File: src/rtl/pixel_fb_writer.sv
// Framebuffer writer: background substitution, XY-to-linear address, FWFT pixel FIFO,
// ready/valid write port with sticky overflow and per-frame completion pulse.
module pixel_fb_writer #(
    parameter int unsigned H_RES      = 320,
    parameter int unsigned V_RES      = 180,
    parameter int unsigned ADDR_W     = 16,
    parameter int unsigned FIFO_DEPTH = 16,
    parameter logic [11:0] BG_COLOR   = 12'h000
) (
    input  logic              clk_in,
    input  logic              rst_in,
    input  logic [10:0]       x_in,
    input  logic [10:0]       y_in,
    input  logic              block_visible_in,
    input  logic [3:0]        r_in,
    input  logic [3:0]        g_in,
    input  logic [3:0]        b_in,
    input  logic              valid_in,
    output logic [ADDR_W-1:0] fb_addr,
    output logic [11:0]       fb_data,
    output logic              fb_we,
    input  logic              fb_ready,
    output logic              frame_done,
    output logic              overflow
);

    localparam int unsigned PTR_W   = (FIFO_DEPTH > 1) ? $clog2(FIFO_DEPTH) : 1;
    localparam int unsigned CNT_W   = PTR_W + 1;
    localparam int unsigned DATA_W  = 12;
    localparam int unsigned ENTRY_W = ADDR_W + DATA_W;
    localparam logic [ADDR_W-1:0] LAST_ADDR = ADDR_W'(H_RES * V_RES - 1);
    localparam logic [CNT_W-1:0]  FULL_CNT  = CNT_W'(FIFO_DEPTH);

    logic              a_valid_q, a_valid_d;
    logic [ADDR_W-1:0] a_addr_q, a_addr_d;
    logic [DATA_W-1:0] a_data_q, a_data_d;

    logic [ENTRY_W-1:0] mem_q [FIFO_DEPTH];
    logic [PTR_W-1:0]   wr_ptr_q, wr_ptr_d;
    logic [PTR_W-1:0]   rd_ptr_q, rd_ptr_d;
    logic [CNT_W-1:0]   count_q, count_d;
    logic               frame_done_q, frame_done_d;
    logic               overflow_q, overflow_d;

    logic               in_range_c;
    logic               push_c;
    logic               pop_c;
    logic               drop_c;
    logic [ENTRY_W-1:0] head_c;

    // Input stage: range check, colour select and linear address.
    always_comb begin
        in_range_c = (32'(x_in) < H_RES) && (32'(y_in) < V_RES);
        a_valid_d  = valid_in && in_range_c;
        a_addr_d   = ADDR_W'(32'(y_in) * H_RES + 32'(x_in));
        a_data_d   = block_visible_in ? {r_in, g_in, b_in} : BG_COLOR;
    end

    always_ff @(posedge clk_in) begin
        if (rst_in) begin
            a_valid_q <= 1'b0;
            a_addr_q  <= '0;
            a_data_q  <= '0;
        end else begin
            a_valid_q <= a_valid_d;
            a_addr_q  <= a_addr_d;
            a_data_q  <= a_data_d;
        end
    end

    // A full FIFO still accepts a push when the head leaves in the same cycle.
    always_comb begin
        fb_we    = (count_q != '0);
        head_c   = mem_q[rd_ptr_q];
        fb_addr  = fb_we ? head_c[ENTRY_W-1:DATA_W] : '0;
        fb_data  = fb_we ? head_c[DATA_W-1:0] : '0;
        pop_c    = fb_we && fb_ready;
        push_c   = a_valid_q && ((count_q != FULL_CNT) || pop_c);
        drop_c   = a_valid_q && (count_q == FULL_CNT) && !pop_c;

        wr_ptr_d = push_c ? wr_ptr_q + PTR_W'(1) : wr_ptr_q;
        rd_ptr_d = pop_c ? rd_ptr_q + PTR_W'(1) : rd_ptr_q;
        count_d  = count_q;
        if (push_c && !pop_c) begin
            count_d = count_q + CNT_W'(1);
        end else if (pop_c && !push_c) begin
            count_d = count_q - CNT_W'(1);
        end

        frame_done_d = pop_c && (fb_addr == LAST_ADDR);
        overflow_d   = overflow_q || drop_c;
    end

    always_ff @(posedge clk_in) begin
        if (!rst_in && push_c) begin
            mem_q[wr_ptr_q] <= {a_addr_q, a_data_q};
        end
    end

    always_ff @(posedge clk_in) begin
        if (rst_in) begin
            wr_ptr_q     <= '0;
            rd_ptr_q     <= '0;
            count_q      <= '0;
            frame_done_q <= 1'b0;
            overflow_q   <= 1'b0;
        end else begin
            wr_ptr_q     <= wr_ptr_d;
            rd_ptr_q     <= rd_ptr_d;
            count_q      <= count_d;
            frame_done_q <= frame_done_d;
            overflow_q   <= overflow_d;
        end
    end

    assign frame_done = frame_done_q;
    assign overflow   = overflow_q;

endmodule

File: config.mk
export PLATFORM = sky130hd
export DESIGN_NAME = pixel_fb_writer
export DESIGN_NICKNAME = d
export VERILOG_FILES = /design/src/rtl/pixel_fb_writer.sv
export SDC_FILE = /design/constraint.sdc
export NUM_CORES = 1
export LEC_CHECK = 0
export CAP_MARGIN = 15
export CORE_MARGIN = 3
export CORE_UTILIZATION = 60
export CTS_CLUSTER_DIAMETER = 80
export DETAILED_ROUTE_END_ITERATION = 6
export PLACE_DENSITY = 0.86
export SLEW_MARGIN = 0
export SYNTH_ARGS = -nofsm -noshare
export SYNTH_HDL_FRONTEND = slang
export SYNTH_SLANG_ARGS = --single-unit
export TNS_END_PERCENT = 100
File: constraint.sdc
create_clock -name clk_in -period 3.6 [get_ports clk_in]
set_clock_uncertainty 0.2 [all_clocks]
set_input_delay 0.72 -clock clk_in [delete_from_list [all_inputs] [get_ports clk_in]]
set_output_delay 0.72 -clock clk_in [all_outputs]
set_load 0.01 [all_outputs]
==> results.toml <==
[outcome]
status = "finished with violations"
violations = "negative setup slack"

[timing]
setup_ws_ns = -0.148
finalSetupViolations = 7
slew_headroom_pct = 45.3
final_max_slew_viol_count = 0
whs_ns = 0.305
hold_violations = 0
layout_min_cycle_time_ns = 3.75
fin_crit_sh_pct = 104
worst_slew_pin_slew_ns = 0.820
max_freq_ghz = 0.267
rsz0062_at_grt = "true"

[drt]
totalWireLength_um = 50300
first_iter_violations = 1485
ant_nets = 0
drcViolationCount = 0
drtPass1Iterations = 5
vias = 10800
wl_per_cell_um = 31.6
viasPerCell = 6.77

[yosys]
syn-cell-area_mm2 = 0.0194
synth-seq-cells = 496
yosys_warnings = 0
syn_nets = 1034
synth_edf_count = 448
synthTopCellsByArea = "edfxtp_1 (69%), mux4_2 (12%), dfxtp_1 (4.9%)"
netlist.top_cell.by_area = "edfxtp_1"
synth_top_cell_area_share_pct = 69.2
synth_common_cells = "edfxtp_1 (448), mux4_2 (104), nor2_1 (57)"
postSynth.asyncResetShare_pct = 0
seq_area_frac_synth_pct = 74.1
yosysMostFrequentCell = "edfxtp_1"
yosysUniqueCellTypes = 50
syn-mean-instance-area_um2 = 20.1
postSynthCellCount = 965
synth-main-ff-cell = "edfxtp_1"

[critical_path]
critical_path_class = "reg -> out"
required_ns = 2.68
regToRegEndpoint = "count_q[4]"
path_max_fanout = 12
start_kind = "flop"
reg2reg_depth = 12
r2r_start = "count_q[0]"
crit_path_end = "fb_data[4]"
cp.arrival_ns = 2.83
worstSetupEndpointType = "output pin"
rrSetupSlack_ns = 0.39

[power_and_ir_drop]
powerDensity_mw_per_mm2 = 624
p_leak_nw = 7.92
peakVddDrop_mv = 0.453
power_mw = 14.5

[clock_tree]
cts_buffer_depth = 3
cts_root_buf = "clkbuf_16"
clk_latency_ns = 0.55
h-tree-depth = 2
cts_tree = "built"
cts_inserted_buffers = 46
clkTransAtPathRegs_ns = 0.06
cts_sinks = 496
cts-hold-fix-buffers = 0

[final_layout]
diodes = 0
fin_cells = 1594
layout-drive-gt1-share_pct = 30.5
nets = 1225
final_core_util_pct = 73.4
syn2layout_area_growth_pct = 19.8

[floorplan]
num_rows = 65
dieArea_mm2 = 0.0346
floorplan.initialDensity_pct = 61.3
dieHeight_um = 186
die_x_um = 186
coreArea_mm2 = 0.0317
ios = 70

[min_path]
hp-class = "reg -> reg"

[grt]
antenna_found_initial = 0
track_usage_pct = 29.0
grt_start_max_net_pins = 33
grt.overflow.total = 0
grt_pass1_vias = 11100
grt_pass1_wl_um = 71900

[run]
maxCapViolations = 0

[place]
dp_cells = 1457
hpwl_um = 25800
io_buffers = 69
place.gp.congestion = 0.785
dp_slack_ns = -0.0688
where the power goes:
part	switching [mW]	internal [mW]	total, mW
clock	2.07	2.61	4.68
sequential	0.168	6.41	6.57
combinational	1.52	1.74	3.27
metal layers:
metal | global-route usage, % | routed length, um
met1 | 38.4 | 17100
met2 | 47.9 | 25000
met3 | 5.28 | 5480
met4 | 13.4 | 2800
met5 | 0 | 0
repair_timing:
item / CTS / global route
buffers inserted: 29 / 25
setup endpoints to repair: 28 / 27
pin swaps: 5 / 8
gates cloned: 4 / 0
gates resized for setup: 104 / 50
state kept, by name, summed over array words and instances (netlist names), 4 cells and up, named ones only:
name,cells
rd_ptr_q,4
a_data_q,12
mem_q,448
wr_ptr_q,4
a_addr_q,16
count_q,5
cells by family after synthesis:
family                     count (synthesis)  share of synthesized area, %
adders and majority gates                 30                          2.05
and+or+nand+nor                          153                          4.04
AOI/OAI and AO/OA                         70                          2.54
xor gates and xnor gates                  20                         0.901
DFF                                      496                          74.1
muxes                                    141                          14.7
buffers and inverters                     55                          1.63
worst min-delay path by stage:
stage / depth (start not counted) / end / slack [ns] / startpoint
finish: 2 / overflow / 0.31 / a_valid_q
global route: 2 / overflow / 0.34 / a_valid_q
CTS: 2 / overflow / 0.30 / a_valid_q
detailed placement: 2 / overflow / 0.29 / a_valid_q
global placement: 2 / overflow / 0.26 / a_valid_q
floorplan: 2 / overflow / 0.25 / a_valid_q
worst max-delay path, stage by stage, from the launching register on:
cell	delay, ns
dfxtp_4	0.38
buf_8	0.18
buf_4	0.15
mux4_2	0.51
mux4_2	0.53
and2_1	0.21
dlygate4sd2_1	0.31
stage by stage:
| step | instance area [um2] | setup TNS [ns] |
|---|---|---|
| 2_1_floorplan | 19400 | 0 |
| 3_3_place_gp | 21100 | 0 |
| 3_5_place_dp | 21100 | -0.0688 |
| 4_1_cts | 23100 | -0.959 |
| 5_1_grt | 23300 | -0.731 |
| 6_report | 23300 | -0.333 |
area by class of cell:
| cell class | count | area [um2] |
|---|---|---|
| inverters | 11 | 41.3 |
| clock inverters | 20 | 154 |
| well taps | 402 | 503 |
| multi-input cells | 414 | 4980 |
| clock buffers | 64 | 1270 |
| flip-flops and latches | 496 | 14400 |
| repair buffers | 187 | 1920 |
| fillers | 1609 | 8430 |
cells in the final DEF, fill, tap and decap left out, types with 12 or more instances in the layout:
cell type and n:
edfxtp_1 448, mux4_2 108, buf_4 78, clkbuf_16 47
dfxtp_1 45, clkdlybuf4s50_1 41, nor2_1 37, mux2i_1 28
ha_1 27, buf_12 22, and2_1 17, nand2_1 16
nor2_4 16, a21oi_1 16, buf_6 15, nor2b_1 14
clkbuf_1 14, xor2_1 12
No activity file was read; power rests on OpenSTA's default activity.
